$ cat src/rtl/stream_demux_1_n.sv
// Registered 1-to-N stream demultiplexer.
// Each input word goes to the channel picked by s_sel, or to every channel
// when s_bcast is set. Every channel has a one-entry output register with a
// valid/ready handshake. A unicast word whose select is out of range is
// dropped and counted.

// One output channel: a single-entry buffer driven by an EMPTY/FULL FSM.
// A load always wins over a pop on the same edge, so a draining buffer can
// be refilled without a bubble.
module stream_demux_ch #(
    parameter int DATA_W = 8
) (
    input  logic              clk,
    input  logic              rst,
    input  logic              load,
    input  logic [DATA_W-1:0] load_data,
    input  logic              pop_ready,
    output logic              can_load,
    output logic              valid,
    output logic [DATA_W-1:0] data
);

    typedef enum logic {
        EMPTY = 1'b0,
        FULL  = 1'b1
    } ch_state_t;

    ch_state_t state;
    ch_state_t state_next;

    // State register; reset empties the buffer.
    always_ff @(posedge clk) begin
        if (rst) begin
            state <= EMPTY;
        end else begin
            state <= state_next;
        end
    end

    // Next state: fill on load, drain on pop unless refilled on the same edge.
    always_comb begin
        state_next = state;
        case (state)
            EMPTY: if (load) state_next = FULL;
            FULL:  if (pop_ready && !load) state_next = EMPTY;
            default: state_next = EMPTY;
        endcase
    end

    assign valid    = (state == FULL);
    // Free now, or being emptied by the consumer this very cycle.
    assign can_load = !valid || pop_ready;

    // Payload register; holds while stalled and keeps its old value when idle.
    always_ff @(posedge clk) begin
        if (rst) begin
            data <= '0;
        end else if (load) begin
            data <= load_data;
        end
    end

endmodule

module stream_demux_1_n #(
    parameter int DATA_W = 8,
    parameter int NUM_CH = 8,
    parameter int SEL_W  = $clog2(NUM_CH),
    parameter int CNT_W  = 8
) (
    input  logic                     clk,
    input  logic                     rst,
    input  logic                     s_valid,
    output logic                     s_ready,
    input  logic [DATA_W-1:0]        s_data,
    input  logic [SEL_W-1:0]         s_sel,
    input  logic                     s_bcast,
    output logic [NUM_CH-1:0]        m_valid,
    input  logic [NUM_CH-1:0]        m_ready,
    output logic [NUM_CH*DATA_W-1:0] m_data,
    output logic [CNT_W-1:0]         drop_cnt,
    output logic                     drop_pulse
);

    // One extra bit so NUM_CH itself is representable for the range check.
    localparam logic [SEL_W:0] NUM_CH_W = (SEL_W + 1)'(NUM_CH);

    logic [NUM_CH-1:0] can_load;
    logic [NUM_CH-1:0] sel_hit;
    logic [NUM_CH-1:0] load;
    logic              sel_ok;
    logic              sel_can_load;
    logic              accept;
    logic              drop;

    // Select only names a real channel when it is below NUM_CH; this can be
    // false only for non-power-of-two channel counts.
    assign sel_ok = ({1'b0, s_sel} < NUM_CH_W);

    // Readiness of the selected channel, built without indexing past NUM_CH.
    always_comb begin
        sel_can_load = 1'b0;
        for (int i = 0; i < NUM_CH; i++) begin
            if (sel_hit[i]) sel_can_load = can_load[i];
        end
    end

    // Input ready: broadcast needs every channel, unicast needs its target,
    // and an out-of-range word is always taken so it can be dropped.
    always_comb begin
        s_ready = 1'b1;
        if (s_bcast) begin
            s_ready = &can_load;
        end else if (sel_ok) begin
            s_ready = sel_can_load;
        end
    end

    assign accept = s_valid && s_ready;
    assign drop   = accept && !s_bcast && !sel_ok;

    for (genvar i = 0; i < NUM_CH; i++) begin : g_ch
        logic [DATA_W-1:0] ch_data;

        assign sel_hit[i] = (s_sel == SEL_W'(i));
        assign load[i]    = accept && (s_bcast || sel_hit[i]);

        stream_demux_ch #(
            .DATA_W (DATA_W)
        ) u_ch (
            .clk       (clk),
            .rst       (rst),
            .load      (load[i]),
            .load_data (s_data),
            .pop_ready (m_ready[i]),
            .can_load  (can_load[i]),
            .valid     (m_valid[i]),
            .data      (ch_data)
        );

        assign m_data[i*DATA_W +: DATA_W] = ch_data;
    end

    // Drop reporting: registered pulse per dropped word, saturating count.
    always_ff @(posedge clk) begin
        if (rst) begin
            drop_pulse <= 1'b0;
            drop_cnt   <= '0;
        end else begin
            drop_pulse <= drop;
            if (drop && (drop_cnt != {CNT_W{1'b1}})) begin
                drop_cnt <= drop_cnt + CNT_W'(1);
            end
        end
    end

endmodule

$ cat config.mk
export PLATFORM = sky130hd
export DESIGN_NAME = stream_demux_1_n
export DESIGN_NICKNAME = d
export VERILOG_FILES = /design/src/rtl/stream_demux_1_n.sv
export SDC_FILE = /design/constraint.sdc
export NUM_CORES = 1
export LEC_CHECK = 0
export ABC_AREA = 0
export BUFFER_PORTS_ARGS = -buffer_cell sky130_fd_sc_hd__buf_2
export CAP_MARGIN = 20
export CORE_ASPECT_RATIO = 1.25
export CORE_MARGIN = 3
export CORE_UTILIZATION = 50
export CTS_CLUSTER_DIAMETER = 100
export CTS_CLUSTER_SIZE = 40
export DETAILED_ROUTE_END_ITERATION = 7
export HOLD_SLACK_MARGIN = 0.06
export PLACE_DENSITY = 0.9
export SYNTH_ARGS = -nofsm -noshare
export SYNTH_HDL_FRONTEND = slang
export SYNTH_SLANG_ARGS = --single-unit
$ cat constraint.sdc
create_clock -name clk -period 2.3 [get_ports clk]
set_clock_uncertainty 0.05 [all_clocks]
set_input_delay 0.115 -clock clk [delete_from_list [all_inputs] [get_ports clk]]
set_output_delay 0.115 -clock clk [all_outputs]
set_load 0.03 [all_outputs]
==> metrics.json, run 1 <==
{
  "r2r-start": {"value": "g_ch[0].u_ch.valid$_SDFF_PP0_"},
  "worstPathMaxFanout": {"value": 5},
  "timing.critical_path.from": {"value": "g_ch[0].u_ch.valid$_SDFF_PP0_"},
  "period_minus_slack": {"value": 2.24, "unit": "ns"},
  "io_buffer_count": {"value": 95},
  "detailedRoute.firstIterationViolations": {"value": 130},
  "ys_seq_elements": {"value": 72},
  "count_of_max_cap_constraint_violations": {"value": 0},
  "synth-main-ff-cell": {"value": "dfxtp_1"},
  "multiInputGateArea": {"value": 0.00148, "unit": "sq mm"},
  "count_of_final_hold_check_violations": {"value": 0},
  "synth_top_family_by_area": {"value": "multiplexers"},
  "post_synthesis_area_per_instance": {"value": 10.3, "unit": "sq um"},
  "grt_max_degree": {"value": 43},
  "post_synthesis_cell_type_count": {"value": 33},
  "path_class": {"value": "register to register"},
  "placement.setup.worst_slack": {"value": 0.142, "unit": "ns"},
  "netlist_instances": {"value": 306},
  "number_of_synthesized_flops_with_an_enable_pin": {"value": 0},
  "synth_compound_area_frac": {"value": 0.0622},
  "num_antenna_cells": {"value": 0},
  "track_usage": {"value": 0.213},
  "critical_path.reg2reg.endpoint": {"value": "g_ch[4].u_ch.data[0]$_SDFFE_PP0P_"},
  "n_fill_cell": {"value": 487},
  "cts.clk_slew.worst_paths": {"value": 0.08, "unit": "ns"},
  "finalSetupViolCount": {"value": 0},
  "power.density_cell_area": {"value": 717, "unit": "mW/mm^2"},
  "grt_overflow_total": {"value": 0},
  "firstDrtPassIters": {"value": 4},
  "timing.slew.headroom": {"value": 0.597},
  "die-height": {"value": 94.6, "unit": "um"},
  "crit_path_end_kind": {"value": "register"},
  "ios": {"value": 105},
  "startpoint_of_the_most_critical_hold_path": {"value": "m_ready[2]"},
  "vias": {"value": 2467},
  "worst-r2r-cell-count": {"value": 8},
  "initial_antenna_violation_count": {"value": 0},
  "gp_congestion": {"value": 0.883},
  "irDropWorstVdd": {"value": 0.000447, "unit": "V"},
  "num_rows": {"value": 31},
  "whs_endpoint": {"value": "g_ch[2].u_ch.valid$_SDFF_PP0_"},
  "cts_tree": {"value": "done"},
  "slew_worst_pin": {"value": 0.604, "unit": "ns"},
  "floorplan.initialDensity": {"value": 0.529},
  "layout.area.seq": {"value": 0.00144, "unit": "sq mm"},
  "drtAntennaViolNets": {"value": 0},
  "layout.nets": {"value": 434},
  "hpwl": {"value": 5330, "unit": "um"},
  "power": {"value": 2860, "unit": "uW"},
  "clock.fmax": {"value": 447, "unit": "MHz"},
  "die_width": {"value": 76.8, "unit": "um"},
  "outcome": {"value": "finished clean"},
  "fin_hold_ws": {"value": 0.0693, "unit": "ns"},
  "synth_sequential_area_ratio": {"value": 0.460},
  "cts.root.buffer_cell": {"value": "clkbuf_8"},
  "fp.coreArea": {"value": 0.00593, "unit": "sq mm"},
  "setup.worst_path.start_class": {"value": "register"},
  "post_route_cells_drive_above_1_share": {"value": 0.313},
  "rsz0062_at_grt": {"value": "yes"},
  "critical_path_required": {"value": 2.52, "unit": "ns"},
  "synth_area": {"value": 0.00314, "unit": "sq mm"},
  "h_tree_levels": {"value": 3},
  "p_leak": {"value": 0.00211, "unit": "uW"},
  "die-area": {"value": 0.00727, "unit": "sq mm"},
  "postSynth.asyncResetShare": {"value": 0},
  "r2r_slack": {"value": 0.06, "unit": "ns"},
  "vias_per_cell": {"value": 4.96},
  "worst_hold_path_type": {"value": "input port to register"},
  "via_count_of_the_first_global_routing_pass": {"value": 2396},
  "cts-buffers-inserted": {"value": 9},
  "min_path_cells": {"value": 3},
  "drt_drc_violations_left": {"value": 0},
  "muxShareOfSynthArea": {"value": 0.204},
  "post_synth_and_or_nand_nor_area_fraction": {"value": 0.194},
  "cts-root-to-sink-buffers": {"value": 2},
  "routed_wl": {"value": 7840, "unit": "um"},
  "flow.area_growth_from_synthesis": {"value": 27.0, "unit": "%"},
  "insertion_delay": {"value": 0.34, "unit": "ns"},
  "post_synth_xor_area_fraction": {"value": 0},
  "cts.sink_count": {"value": 72},
  "synth_fa_ha_area_frac": {"value": 0},
  "yosys_warnings": {"value": 0},
  "worst_ep_arrival": {"value": 2.45, "unit": "ns"},
  "grt_pass1_wl": {"value": 11900, "unit": "um"},
  "timing.final.crit_share": {"value": 0.973},
  "detail_route.wl_per_cell": {"value": 15.8, "unit": "um"},
  "max_slew_vio_count": {"value": 0},
  "post-route-worst-setup-slack": {"value": 0.0617, "unit": "ns"}
}
metrics by stage:
stage,std cells,setup TNS (ns),area (sq um),utilization
floorplan,314,0,3170,-
global placement,464,0,3620,0.611
detailed placement,464,0,3620,0.611
CTS,495,0,3940,0.664
global route,497,-0.461,3980,0.671
finish,497,0,3980,0.671
how the worst max path moves through the flow:
stage                                                    to  slack (ns)  depth (start not counted)
after floorplan           g_ch[4].u_ch.data[0]$_SDFFE_PP0P_        0.31                          7
after global placement    g_ch[4].u_ch.data[5]$_SDFFE_PP0P_        0.21                          8
after detailed placement  g_ch[4].u_ch.data[0]$_SDFFE_PP0P_        0.14                          7
after CTS                                           s_ready        0.02                          8
after global routing      g_ch[4].u_ch.data[7]$_SDFFE_PP0P_       -0.09                          8
final                     g_ch[4].u_ch.data[0]$_SDFFE_PP0P_        0.06                          8
sequential cells by signal, indices dropped and copies added, names as in the netlist:
| register | cells |
|---|---|
| g_ch.u_ch.data | 64 |
| g_ch.u_ch.valid | 8 |
layer usage:
metal,part of all wire,GRT usage
met1,0.44,0.248
met2,0.50,0.374
met3,0.052,0.0534
met4,0.014,0.0876
met5,0,0
cells in the mapped netlist (all sizes together), types with 2 or more instances:
cell / instances / area [sq um]
a21o: 3 / 22.5
a21oi: 9 / 45.0
buf: 27 / 195
clkbuf: 10 / 37.5
dfxtp: 72 / 1440
inv: 4 / 15.0
mux2i: 64 / 641
nand2: 2 / 7.51
nand2b: 72 / 450
nand3: 3 / 15.0
nor2: 11 / 41.3
nor2b: 8 / 50.1
o211a: 2 / 20.0
o211ai: 4 / 40.0
o21ai: 2 / 13.8
or3b: 2 / 17.5
critical path, stage by stage, from the launching register on:
cell and delay, ns:
dfxtp_2 0.32, or3b_1 0.33, a22o_1 0.18, a222oi_1 0.38, o21ai_2 0.15, buf_6 0.14
o211ai_1 0.19, clkbuf_16 0.24, mux2i_1 0.18
kinds of logic (layout without fill, tap and decap cells):
group           count (synthesis)  count (layout)
mux                            64              64
buf+inv                        41             142
simple gates                  102             102
compound gates                 26              26
flops                          72              72
other cells                     1               9
cell type report:
| cell class | instances | area share |
|---|---|---|
| clock buffers | 9 | 0.0311 |
| clock inverters | 6 | 0.00911 |
| inverters | 4 | 0.00377 |
| multi-input cells | 201 | 0.372 |
| flip-flops and latches | 72 | 0.362 |
| well taps | 82 | 0.0258 |
| repair buffers | 123 | 0.196 |
report_power, final:
part / leakage [uW] / switching [uW] / internal, uW
Clock: 0.0000850 / 464 / 381
Sequential: 0.000588 / 44.0 / 1330
Combinational: 0.00144 / 397 / 245
Total: 0.00211 / 905 / 1950
layout by cell type (no fill, tap or decap), types with 2 or more instances in the layout:
master	instances
nor2_1	11
o211a_1	2
buf_4	10
buf_12	2
a21oi_1	9
nand3_1	3
clkinv_2	4
nor2b_1	7
a21o_1	3
o211ai_2	2
inv_1	4
nand2_1	2
buf_2	93
buf_6	3
dlygate4sd3_1	13
dfxtp_1	71
nand2b_1	72
mux2i_1	64
conb_1	9
clkbuf_8	9
o211ai_1	2
repair_timing:
action                     in CTS  in global routing
setup buffers                   2                  2
hold endpoints to repair       14                  0
setup endpoints to repair       1                 30
pin swaps                       1                  5
hold buffers                   14                  0
resized for setup               0                  9
cloned                          0                  1
(Power assumes the default switching activity.)
==> run 2: changes to the inputs <==
Clock period 2.3 ns to 2.5 ns, I/O delays scaled along.
==> metrics.json, run 2 (same netlist as run 1, synthesis figures left out) <==
{
  "irDropWorstVdd": {"value": 0.000529, "unit": "V", "change": "+18%"},
  "p_leak": {"value": 0.00209, "unit": "uW", "change": "-0.84%"},
  "io_buffer_count": {"value": 95, "change": "unchanged"},
  "post_route_cells_drive_above_1_share": {"value": 0.310, "change": "-0.00333"},
  "top_register": {"value": "g_ch.u_ch.data"},
  "insertion_delay": {"value": 0.34, "unit": "ns", "change": "about the same"},
  "die-area": {"value": 0.00727, "unit": "sq mm", "change": "unchanged"},
  "track_usage": {"value": 0.212, "change": "-0.00166"},
  "startpoint_of_the_most_critical_hold_path": {"value": "m_ready[2]"},
  "die_width": {"value": 76.8, "unit": "um", "change": "unchanged"},
  "hpwl": {"value": 5310, "unit": "um", "change": "-0.41%"},
  "power": {"value": 2850, "unit": "uW", "change": "-0.15%"},
  "slew_worst_pin": {"value": 0.585, "unit": "ns", "change": "-0.0190 ns"},
  "h_tree_levels": {"value": 3, "change": "unchanged"},
  "outcome": {"value": "finished clean"},
  "r2r-start": {"value": "g_ch[0].u_ch.valid$_SDFF_PP0_"},
  "gp_congestion": {"value": 0.886, "change": "+0.37%"},
  "detailedRoute.firstIterationViolations": {"value": 85, "change": "-35%"},
  "count_of_final_hold_check_violations": {"value": 0, "change": "unchanged"},
  "floorplan.initialDensity": {"value": 0.529, "change": "unchanged"},
  "drt_drc_violations_left": {"value": 0, "change": "unchanged"},
  "vias": {"value": 2461, "change": "-0.24%"},
  "power.density_cell_area": {"value": 719, "unit": "mW/mm^2", "change": "+0.17%"},
  "cts.sink_count": {"value": 72, "change": "unchanged"},
  "timing.critical_path.buf_inv": {"value": 4, "change": "+2"},
  "grt_max_degree": {"value": 45, "change": "+4.7%"},
  "clock.fmax": {"value": 426, "unit": "MHz"},
  "ios": {"value": 105, "change": "unchanged"},
  "detail_route.wl_per_cell": {"value": 15.4, "unit": "um", "change": "-2.2%"},
  "number_of_flip_flops_in_the_largest_register": {"value": 64, "change": "unchanged"},
  "cts-root-to-sink-buffers": {"value": 2, "change": "unchanged"},
  "count_of_max_cap_constraint_violations": {"value": 0, "change": "unchanged"},
  "num_rows": {"value": 31, "change": "unchanged"},
  "worstPathMaxFanout": {"value": 7, "change": "+2"},
  "max_slew_vio_count": {"value": 0, "change": "unchanged"},
  "critical_path_required": {"value": 2.72, "unit": "ns", "change": "+0.20 ns"},
  "die-height": {"value": 94.6, "unit": "um", "change": "unchanged"},
  "firstDrtPassIters": {"value": 4, "change": "unchanged"},
  "postCtsResizedCells": {"value": 0, "change": "unchanged"},
  "worst_ep_arrival": {"value": 2.57, "unit": "ns", "change": "+0.12 ns"},
  "initial_antenna_violation_count": {"value": 0, "change": "unchanged"},
  "grt_pass1_wl": {"value": 11800, "unit": "um", "change": "-0.86%"},
  "timing.final.crit_share": {"value": 0.940},
  "cts-buffers-inserted": {"value": 9, "change": "unchanged"},
  "path_cells": {"value": "dlygate4sd3_1 -> buf_2 -> or3b_1 -> a22o_1 -> a222oi_1 -> o21ai_2 -> buf_4 -> nand3_1 -> buf_12 -> mux2i_1"},
  "worst_hold_path_type": {"value": "input port to register"},
  "timing.slew.headroom": {"value": 0.610, "change": "+0.0127"},
  "via_count_of_the_first_global_routing_pass": {"value": 2401, "change": "+0.21%"},
  "grt_overflow_total": {"value": 0, "change": "unchanged"},
  "routed_wl": {"value": 7640, "unit": "um", "change": "-2.6%"},
  "cts.clk_slew.worst_paths": {"value": 0.08, "unit": "ns", "change": "about the same"},
  "period_minus_slack": {"value": 2.35, "unit": "ns"},
  "critical-path-slowest-cell": {"value": "dlygate4sd3_1"},
  "fp.coreArea": {"value": 0.00593, "unit": "sq mm", "change": "unchanged"},
  "timing.critical_path.from": {"value": "m_ready[0]"},
  "setup.worst_path.start_class": {"value": "input port"},
  "crit_path_end_kind": {"value": "register"},
  "drtAntennaViolNets": {"value": 0, "change": "unchanged"},
  "critical-path-max-stage-delay": {"value": 0.53, "unit": "ns", "change": "+0.15 ns"},
  "post-route-worst-setup-slack": {"value": 0.150, "unit": "ns", "change": "+0.0887 ns"},
  "layout.nets": {"value": 431, "change": "-0.69%"},
  "placement.setup.worst_slack": {"value": 0.299, "unit": "ns", "change": "+0.156 ns"},
  "num_antenna_cells": {"value": 0, "change": "unchanged"},
  "final_common_cell": {"value": "buf_2"},
  "vias_per_cell": {"value": 4.97, "change": "+0.16%"},
  "path_class": {"value": "input port to register"},
  "finalSetupViolCount": {"value": 0, "change": "unchanged"},
  "flow.area_growth_from_synthesis": {"value": 26.6, "unit": "%"},
  "n_fill_cell": {"value": 471, "change": "-3.3%"},
  "final_cell_mix": {"value": "buf_2 (95), nand2b_1 (72), dfxtp_1 (72)"},
  "path_delay_family": {"value": "buffers and inverters"},
  "cts.root.buffer_cell": {"value": "clkbuf_8"},
  "cts_tree": {"value": "done"}
}
## run 2: changes by cell type in the layout (fill, tap and decap cells not counted), sizes merged
cell	delta
dlygate4sd3	-1
bufinv	+2
clkinv	-2
dlymetal6s4s	-1
## run 2: path summary, 6_finish.rpt
kind / endpoint / slack (ns) / cells past startpoint
max: g_ch[5].u_ch.data[2]$_SDFFE_PP0P_ / 0.15 / 10
min: g_ch[2].u_ch.valid$_SDFF_PP0_ / 0.08 / 3
max reg2reg: g_ch[5].u_ch.data[2]$_SDFFE_PP0P_ / 0.25 / 8
min reg2reg: g_ch[1].u_ch.data[5]$_SDFFE_PP0P_ / 0.42 / 2
## run 2: where the power goes
group	internal (uW)	switching [uW]	total (uW)	leakage, uW
registers	1220	41.0	1260	0.000588
clock network	592	436	1030	0.000113
logic	207	357	564	0.00139
## run 2: area by class of cell
| cell class | count | area, sq um | share of cell area |
|---|---|---|---|
| clock buffer | 10 | 138 | 0.0347 |
| inverter | 4 | 15.0 | 0.00378 |
| timing repair buffer | 120 | 706 | 0.178 |
| sequential | 72 | 1440 | 0.363 |
| tap | 82 | 103 | 0.0258 |
| multi-input combinational | 201 | 1480 | 0.372 |
| clock inverter | 6 | 90.1 | 0.0227 |
## run 2: metrics by stage
stage / cells / hold WS [ns] / area [sq um] / TNS, ns / utilization
after floorplan: 314 / 0.219 / 3170 / 0 / -
after global placement: 463 / 0.322 / 3590 / 0 / 0.605
after detailed placement: 463 / 0.336 / 3590 / 0 / 0.605
after CTS: 491 / 0.0748 / 3940 / 0 / 0.664
after global routing: 495 / 0.0941 / 3970 / -0.0319 / 0.669
final: 495 / 0.0787 / 3970 / 0 / 0.669
## run 2: routing by layer
layer	vias up	GRT usage	wire length [um]
met5	-	0	0
met4	0	0.0997	180
met3	11	0.0487	422
met2	83	0.382	3890
met1	1168	0.236	3140
li1	1199	-	-
## run 2: what timing repair did
action	4_1_cts	5_1_grt
hold buffers	12	0
hold endpoints to repair	12	0
setup endpoints to repair	0	1
setup buffers	0	4
## run 2: worst min-delay path, stage by stage
cell and delay, ns:
buf_2 0.07, nand2b_1 0.15, a21oi_1 0.08
==> run 3: changes to the inputs <==
Settings changed: CORE_UTILIZATION 50 to 40, PLACE_DENSITY 0.9 to 0.77.
==> metrics.json, run 3 (same netlist as run 1, synthesis figures left out) <==
{
  "count_of_final_hold_check_violations": {"value": 0, "change": "unchanged"},
  "gp_congestion": {"value": 0.807, "change": "-8.9%"},
  "clock.fmax": {"value": 423, "unit": "MHz", "change": "-0.57%"},
  "rsz0062_at_grt": {"value": "no"},
  "cts-buffers-inserted": {"value": 9, "change": "unchanged"},
  "vias_per_cell": {"value": 4.87, "change": "-2.0%"},
  "critical-path-max-stage-delay": {"value": 0.53, "unit": "ns", "change": "about the same"},
  "io_buffer_count": {"value": 95, "change": "unchanged"},
  "flow.area_growth_from_synthesis": {"value": 26.2, "unit": "%"},
  "placement.setup.worst_slack": {"value": 0.311, "unit": "ns", "change": "+0.0126 ns"},
  "final_common_cell": {"value": "buf_2"},
  "top_register": {"value": "g_ch.u_ch.data"},
  "worst_path_most_repeated_cell": {"value": "buf_2"},
  "die_width": {"value": 85.2, "unit": "um", "change": "+11%"},
  "worst_hold_path_type": {"value": "input port to register"},
  "setup.worst_path.start_class": {"value": "input port"},
  "post_route_cells_drive_above_1_share": {"value": 0.305, "change": "-0.00505"},
  "hpwl": {"value": 5570, "unit": "um", "change": "+4.9%"},
  "layout.nets": {"value": 428, "change": "-0.70%"},
  "route.layer.met1.wl": {"value": 3180, "unit": "um", "change": "+1.2%"},
  "worst_ep_arrival": {"value": 2.19, "unit": "ns", "change": "-0.38 ns"},
  "detail_route.wl_per_cell": {"value": 15.5, "unit": "um", "change": "+0.17%"},
  "detailedRoute.firstIterationViolations": {"value": 121, "change": "+42%"},
  "slew_worst_pin": {"value": 0.573, "unit": "ns", "change": "-0.0118 ns"},
  "timing.slew.headroom": {"value": 0.618, "change": "+0.00787"},
  "insertion_delay": {"value": 0.34, "unit": "ns", "change": "about the same"},
  "floorplan.initialDensity": {"value": 0.419, "change": "-0.110"},
  "die-area": {"value": 0.00895, "unit": "sq mm", "change": "+23%"},
  "max_slew_vio_count": {"value": 0, "change": "unchanged"},
  "ios": {"value": 105, "change": "unchanged"},
  "outcome": {"value": "finished clean"},
  "drtAntennaViolNets": {"value": 0, "change": "unchanged"},
  "h_tree_levels": {"value": 3, "change": "unchanged"},
  "grt_pass1_wl": {"value": 12500, "unit": "um", "change": "+5.6%"},
  "worstPathMaxFanout": {"value": 8, "change": "+1"},
  "cts.clk_slew.worst_paths": {"value": 0.08, "unit": "ns", "change": "about the same"},
  "num_rows": {"value": 35, "change": "+13%"},
  "crit_path_end_kind": {"value": "output pin"},
  "firstDrtPassIters": {"value": 4, "change": "unchanged"},
  "count_of_max_cap_constraint_violations": {"value": 0, "change": "unchanged"},
  "cts.root.buffer_cell": {"value": "clkbuf_8"},
  "path_class": {"value": "input port to output pin"},
  "finalSetupViolCount": {"value": 0, "change": "unchanged"},
  "critical-path-slowest-cell": {"value": "dlygate4sd3_1"},
  "p_leak": {"value": 0.00208, "unit": "uW", "change": "-0.65%"},
  "cts-root-to-sink-buffers": {"value": 2, "change": "unchanged"},
  "timing.final.crit_share": {"value": 0.945, "change": "+0.00535"},
  "fp.coreArea": {"value": 0.00749, "unit": "sq mm", "change": "+26%"},
  "critical_path_required": {"value": 2.33, "unit": "ns", "change": "-0.39 ns"},
  "track_usage": {"value": 0.178, "change": "-0.0337"},
  "via_count_of_the_first_global_routing_pass": {"value": 2432, "change": "+1.3%"},
  "post-route-worst-setup-slack": {"value": 0.137, "unit": "ns", "change": "-0.0134 ns"},
  "met2RoutedLength": {"value": 4130, "unit": "um", "change": "+6.0%"},
  "grt_max_degree": {"value": 42, "change": "-6.7%"},
  "route.met3.wl": {"value": 371, "unit": "um", "change": "-12%"},
  "setup_tns": {"value": 0, "unit": "ns", "change": "unchanged"},
  "top_signal_layer_used": {"value": "met4"},
  "path_cells": {"value": "dlygate4sd3_1 -> buf_2 -> or3b_1 -> a22o_1 -> a222oi_1 -> o21ai_2 -> nor2b_1 -> buf_2"},
  "cts_tree": {"value": "done"},
  "number_of_flip_flops_in_the_largest_register": {"value": 64, "change": "unchanged"},
  "routed_wl": {"value": 7760, "unit": "um", "change": "+1.6%"},
  "initial_antenna_violation_count": {"value": 0, "change": "unchanged"},
  "irDropWorstVdd": {"value": 0.000359, "unit": "V", "change": "-32%"},
  "num_antenna_cells": {"value": 0, "change": "unchanged"},
  "drt_drc_violations_left": {"value": 0, "change": "unchanged"},
  "final_cell_mix": {"value": "buf_2 (95), nand2b_1 (72), dfxtp_1 (72)"},
  "power.density_cell_area": {"value": 719, "unit": "mW/mm^2", "change": "about the same"},
  "period_minus_slack": {"value": 2.36, "unit": "ns", "change": "+0.0134 ns"},
  "vias": {"value": 2446, "change": "-0.61%"},
  "grt_overflow_total": {"value": 0, "change": "unchanged"},
  "cts.sink_count": {"value": 72, "change": "unchanged"},
  "die-height": {"value": 105, "unit": "um", "change": "+11%"}
}
==> run 3: final cells by class <==
type,count,area (sq um)
inverters,4,15.0
clock inverters,6,90.1
multi-input cells,201,1480
flip-flops and latches,72,1440
repair buffers,117,683
well taps,92,115
clock buffers,10,138
fillers,702,3530
==> run 3: final timing paths <==
kind / startpoint / slack, ns / cells past startpoint / to
setup / recovery: m_ready[0] / 0.14 / 8 / s_ready
hold / removal: m_ready[2] / 0.1 / 3 / g_ch[2].u_ch.valid$_SDFF_PP0_
hold reg to reg: g_ch[1].u_ch.data[6]$_SDFFE_PP0P_ / 0.42 / 2 / g_ch[1].u_ch.data[6]$_SDFFE_PP0P_
setup reg to reg: g_ch[0].u_ch.valid$_SDFF_PP0_ / 0.24 / 8 / g_ch[5].u_ch.data[6]$_SDFFE_PP0P_
==> run 3: worst max-delay path: cells and delay by family <==
kind            cells  cell delay, ns
compound gates      3            0.75
buf+inv             3            0.83
simple gates        2            0.50
==> run 3: power by group <==
group	switching, uW	total (uW)	internal, uW
Sequential	39.6	1260	1220
Clock	436	1030	592
Combinational	357	560	203
==> run 3: layer usage <==
metal	GRT usage	up-vias
li1	-	1199
met1	0.208	1171
met2	0.318	71
met3	0.0418	5
met4	0.0498	0
met5	0	-
==> run 3: metrics by stage <==
stage | area (sq um) | power, uW | cells | utilization | hold slack, ns
finish | 3960 | 2850 | 502 | 0.529 | 0.0988
global route | 3960 | 2970 | 502 | 0.529 | 0.113
CTS | 3950 | 2880 | 500 | 0.527 | 0.0803
detailed placement | 3600 | 1830 | 472 | 0.480 | 0.338
global placement | 3600 | 1820 | 472 | 0.480 | 0.323
floorplan | 3170 | 1700 | 314 | - | 0.219
==> run 3: repair_timing <==
| item | CTS | global route |
|---|---|---|
| buffers inserted | 0 | 2 |
| endpoints found under the setup margin | 0 | 1 |
| gates resized for setup | 0 | 0 |
| hold endpoints to repair | 12 | 0 |
| hold buffers | 12 | 0 |
